### config.mk
export PLATFORM = sky130hd
export DESIGN_NAME = onehot_sequencer
export DESIGN_NICKNAME = d
export VERILOG_FILES = /design/src/rtl/onehot_sequencer.sv
export SDC_FILE = /design/constraint.sdc
export NUM_CORES = 1
export LEC_CHECK = 0
export CAP_MARGIN = 20
export CORE_ASPECT_RATIO = 1.1
export CORE_MARGIN = 2
export CORE_UTILIZATION = 35
export DETAILED_ROUTE_END_ITERATION = 10
export DONT_BUFFER_PORTS = 1
export GPL_TIMING_DRIVEN = 0
export HOLD_SLACK_MARGIN = 0.1
export SYNTH_ARGS = -nofsm -noshare
export SYNTH_HDL_FRONTEND = slang
export SYNTH_SLANG_ARGS = --single-unit
### constraint.sdc
create_clock -name clk -period 2.5 [get_ports clk]
set_clock_uncertainty 0.2 [all_clocks]
set_input_delay 0.5 -clock clk [delete_from_list [all_inputs] [get_ports clk]]
set_output_delay 0.5 -clock clk [all_outputs]
set_load 0.05 [all_outputs]
### src/rtl/onehot_sequencer.sv
// Registered one-hot position sequencer with load, step and auto-walk.
// Commands arrive on a valid/ready port; all outputs come from flops.
module onehot_sequencer #(
  parameter int IDX_W = 3,
  parameter int DIV_W = 8
) (
  input  logic                    clk,
  input  logic                    rst,
  input  logic                    cmd_valid,
  output logic                    cmd_ready,
  input  logic [1:0]              cmd_op,
  input  logic                    cmd_dir,
  input  logic [IDX_W-1:0]        cmd_idx,
  input  logic [DIV_W-1:0]        cmd_div,
  output logic [(2**IDX_W)-1:0]   onehot,
  output logic [IDX_W-1:0]        idx,
  output logic                    running,
  output logic                    wrap
);

  localparam int OUT_W = 2**IDX_W;

  localparam logic [0:0] S_IDLE = 1'b0;
  localparam logic [0:0] S_RUN  = 1'b1;

  localparam logic [1:0] OP_LOAD = 2'b00;
  localparam logic [1:0] OP_STEP = 2'b01;
  localparam logic [1:0] OP_RUN  = 2'b10;
  localparam logic [1:0] OP_STOP = 2'b11;

  localparam logic [IDX_W-1:0] IDX_MAX = '1;
  localparam logic [IDX_W-1:0] IDX_ONE = IDX_W'(1);
  localparam logic [DIV_W-1:0] DIV_ONE = DIV_W'(1);

  logic [0:0]       state;
  logic [0:0]       nstate;
  logic [DIV_W-1:0] cnt;
  logic [DIV_W-1:0] ncnt;
  logic [DIV_W-1:0] per;
  logic [DIV_W-1:0] nper;
  logic             dir_r;
  logic             ndir;
  logic [IDX_W-1:0] nidx;
  logic             nwrap;
  logic             accept;
  logic             tick;

  function automatic logic [IDX_W-1:0] step_idx(
    input logic [IDX_W-1:0] cur,
    input logic             dn
  );
    return dn ? cur - IDX_ONE : cur + IDX_ONE;
  endfunction

  function automatic logic wraps(
    input logic [IDX_W-1:0] cur,
    input logic             dn
  );
    return dn ? (cur == '0) : (cur == IDX_MAX);
  endfunction

  assign cmd_ready = ~rst;
  assign accept    = cmd_valid & cmd_ready;
  assign tick      = (state == S_RUN) && (cnt == '0);

  // An accepted command always overrides a coincident auto-step.
  always_comb begin
    nstate = state;
    nidx   = idx;
    nwrap  = 1'b0;
    nper   = per;
    ndir   = dir_r;
    ncnt   = cnt;
    if (state == S_RUN) begin
      ncnt = cnt - DIV_ONE;
    end
    if (accept) begin
      unique case (cmd_op)
        OP_LOAD: begin
          nidx   = cmd_idx;
          nstate = S_IDLE;
          ncnt   = '0;
        end
        OP_STEP: begin
          nidx  = step_idx(idx, cmd_dir);
          nwrap = wraps(idx, cmd_dir);
          if (state == S_RUN) begin
            ncnt = per;
          end
        end
        OP_RUN: begin
          nper   = cmd_div;
          ndir   = cmd_dir;
          ncnt   = cmd_div;
          nstate = S_RUN;
        end
        OP_STOP: begin
          nstate = S_IDLE;
          ncnt   = '0;
        end
        default: ;
      endcase
    end else if (tick) begin
      nidx  = step_idx(idx, dir_r);
      nwrap = wraps(idx, dir_r);
      ncnt  = per;
    end
  end

  always_ff @(posedge clk or posedge rst) begin
    if (rst) begin
      state   <= S_IDLE;
      idx     <= '0;
      onehot  <= OUT_W'(1);
      running <= 1'b0;
      wrap    <= 1'b0;
      cnt     <= '0;
      per     <= '0;
      dir_r   <= 1'b0;
    end else begin
      state   <= nstate;
      idx     <= nidx;
      onehot  <= OUT_W'(1) << nidx;
      running <= (nstate == S_RUN);
      wrap    <= nwrap;
      cnt     <= ncnt;
      per     <= nper;
      dir_r   <= ndir;
    end
  end

endmodule

==> run metrics <==
crit-path max cell delay=0.55 ns; total wire length=4630 um; fin area=2030 sq um; Worst-Margin Slew=0.865 ns; DR vias/cell=5.82; drt pass-1 iters=4; number of synthesized flops with an enable pin=0; Chip Width=73.5 um; WP data arrival=2.33 ns; first-pass GRT wire length=7940 um; Synth-to-Final Area Change=9.29%; critical-path cell list=inv_1 -> ha_1 -> xor2_1 -> a221oi_1 -> o221ai_2 -> or2_1 -> nor2_1; die area=5910 sq um; Final period util=92.8%; ys flop type=dfrtp_1; Die Y=80.4 um; layout cells sized above 1=10.4%; CTS tree=yes; fillcell total=518; R2R Setup Slk=0.18 ns; CP Launch Type=register; CP max-delay cell=dfrtp_4; library cells used by synthesis=50; vias in the first global route=1643; clock power share=17.6%; Seq pwr share=45.6%; syn nets=229; CTS root buffer=clkbuf_8; final hold violation count=0; max_cap viols=0; Setup Total Neg Slack=0 ns; PD cells=1170 nW/um^2; Pleak=0.000852 uW; P_sw=1140 uW; CTS Sinks=30; vias=1566; Placed Instances=261; diode count=0; DRT iter0 DRCs=136; FF-to-FF Start=idx[0]$_DFF_PP0_; FF/Latch Area=757 sq um; Post-DP Area=1930 sq um; Avg Synthesized Cell Area=9.16 sq um; final setup vio count=0; H-tree Lvls=2; CP Max Fanout=6; worst path bufs/invs=1; number of nets with antenna violations after routing=0; RSZ-0062 raised after global routing=false; Max VDD drop=0.000669 V; largest net degree at the start of global routing=32; post-synthesis sequential area ratio=40.4%; Ports=31; combinational power share=36.7%; fin nets=236; total congestion overflow=0; standard-cell rows=27; gp weighted congestion=0.850; core area=5070 sq um; Reg clk slew, reported paths=0.07 ns; CTS Buffer Depth=2; Syn Inst Count=203; HPWL after DPL=3380 um; Highest Clock Rate=0.431 GHz; Slew HR=42.2%; total global-route track usage=17.7%; Synth Register Bits=30; Setup Crit Path Kind=reg2reg; Pint=1250 uW; hold buffer count at cts=0; fin cells=269; Routed wire per std cell=17.2 um; Residual DRC=0; IO buf count=0; CP Launch Point=idx[0]$_DFF_PP0_; Worst EP required=2.51 ns; minimum clock period after layout=2.32 ns; Mapped Area=1860 sq um; Final Max Slew Viols=0; sw frac=47.6%; CTS buffer count=5; Hold Path Class=in2async; worst-skew pair later-pin latency=0.28 ns; yosys warns=0; CP Capture Type=register; CP delay by family, top=flip-flops; area occupied by multi-input gates=1040 sq um; status=finished, final reports clean; initial core utilization=36.7%; antenna violations before repair=0; FFs w/ async S/R, synth=100%
==> final cells by class <==
cell class / instances / area share [%]
multi-input combinational: 155 / 51.1
sequential: 30 / 37.3
clock buffer: 6 / 4.06
tap: 58 / 3.57
inverter: 10 / 1.85
buffer: 8 / 1.54
clock inverter: 2 / 0.616
==> metal layers <==
layer | global-route usage (%) | vias up | wire, um | share of wire [%]
met3 | 5.65 | 8 | 277 | 6.0
met5 | 0 | - | 0 | 0
met2 | 28.4 | 40 | 2260 | 49
met1 | 22.2 | 771 | 2010 | 43
li1 | - | 747 | - | -
met4 | 6.36 | 0 | 78 | 1.7
==> logic make-up (layout without fill, tap and decap cells) <==
logic type,count (synthesis),after routing,share of synthesized area [%]
XOR/XNOR,5,5,2.36
adder cells (fa/ha/maj),9,9,6.06
AND/OR/NAND/NOR,73,73,20.8
flip-flops,30,30,40.4
buffers and inverters,18,26,3.70
multiplexers,13,13,7.74
AO/OA/AOI/OAI,55,55,18.9
==> cell usage in the layout (no fill, tap or decap), types with 5 or more instances in the layout <==
cell type	instances
a21oi_1	15
a31oi_1	6
clkbuf_1	7
clkbuf_8	6
dfrtp_1	27
ha_1	9
inv_1	8
mux2_1	10
nand2_1	22
nand3_1	6
nor2_1	18
nor3_1	5
o21ai_0	6
o21ai_1	6
==> synthesized netlist by cell type, types with 2 or more instances <==
cell / n / area (sq um)
a211oi_1: 2 / 15.0
o21ai_1: 6 / 30.0
mux2_1: 10 / 113
nor3_1: 5 / 25.0
xnor2_1: 2 / 17.5
o31ai_1: 2 / 15.0
inv_1: 9 / 33.8
a41oi_1: 2 / 17.5
ha_1: 9 / 113
o21ai_0: 6 / 30.0
nand3_1: 6 / 30.0
nand2_1: 22 / 82.6
a21oi_1: 15 / 75.1
mux2i_1: 2 / 20.0
a21o_1: 3 / 22.5
o22ai_1: 4 / 25.0
a31oi_1: 6 / 37.5
nand2b_1: 4 / 25.0
clkbuf_1: 7 / 26.3
nand4_1: 2 / 12.5
nor2_1: 18 / 67.6
dfrtp_1: 29 / 726
xor2_1: 3 / 26.3
nor2b_1: 3 / 18.8
==> timing repair <==
item                                    CTS  global route
setup buffers                             0             0
gates resized for setup                   2             1
endpoints found under the setup margin    4             2
==> power by group through the flow <==
stage          sequential [uW]  clock (uW)  combinational [uW]
3_5_place_dp              1090           0                 870
4_1_cts                   1090         433                 878
5_1_grt                   1120         457                1000
3_3_place_gp              1090           0                 868
6_report                  1090         421                 877
2_1_floorplan             1030           0                 726
==> path summary, 6_finish.rpt <==
check                                 endpoint  cells past startpoint
max                        onehot[4]$_DFF_PP0_                      7
min                          dir_r$_DFFE_PP0P_                      1
max reg2reg                onehot[4]$_DFF_PP0_                      7
min reg2reg                 per[5]$_DFFE_PP0P_                      1
max in group asynchronous     idx[0]$_DFF_PP0_                      1
min in group clk            per[7]$_DFFE_PP0P_                      1
==> stage by stage <==
step	worst slack, ns	hold slack [ns]	util [%]	total power (uW)
floorplan	0.145	0.281	-	1760
global placement	-0.0907	0.308	38.1	1960
detailed placement	-0.102	0.323	38.1	1960
CTS	0.103	0.101	40.0	2400
global route	0.00480	0.132	40.1	2580
finish	0.179	0.0674	40.1	2390
Note: power is estimated with default switching activity, not from simulation.
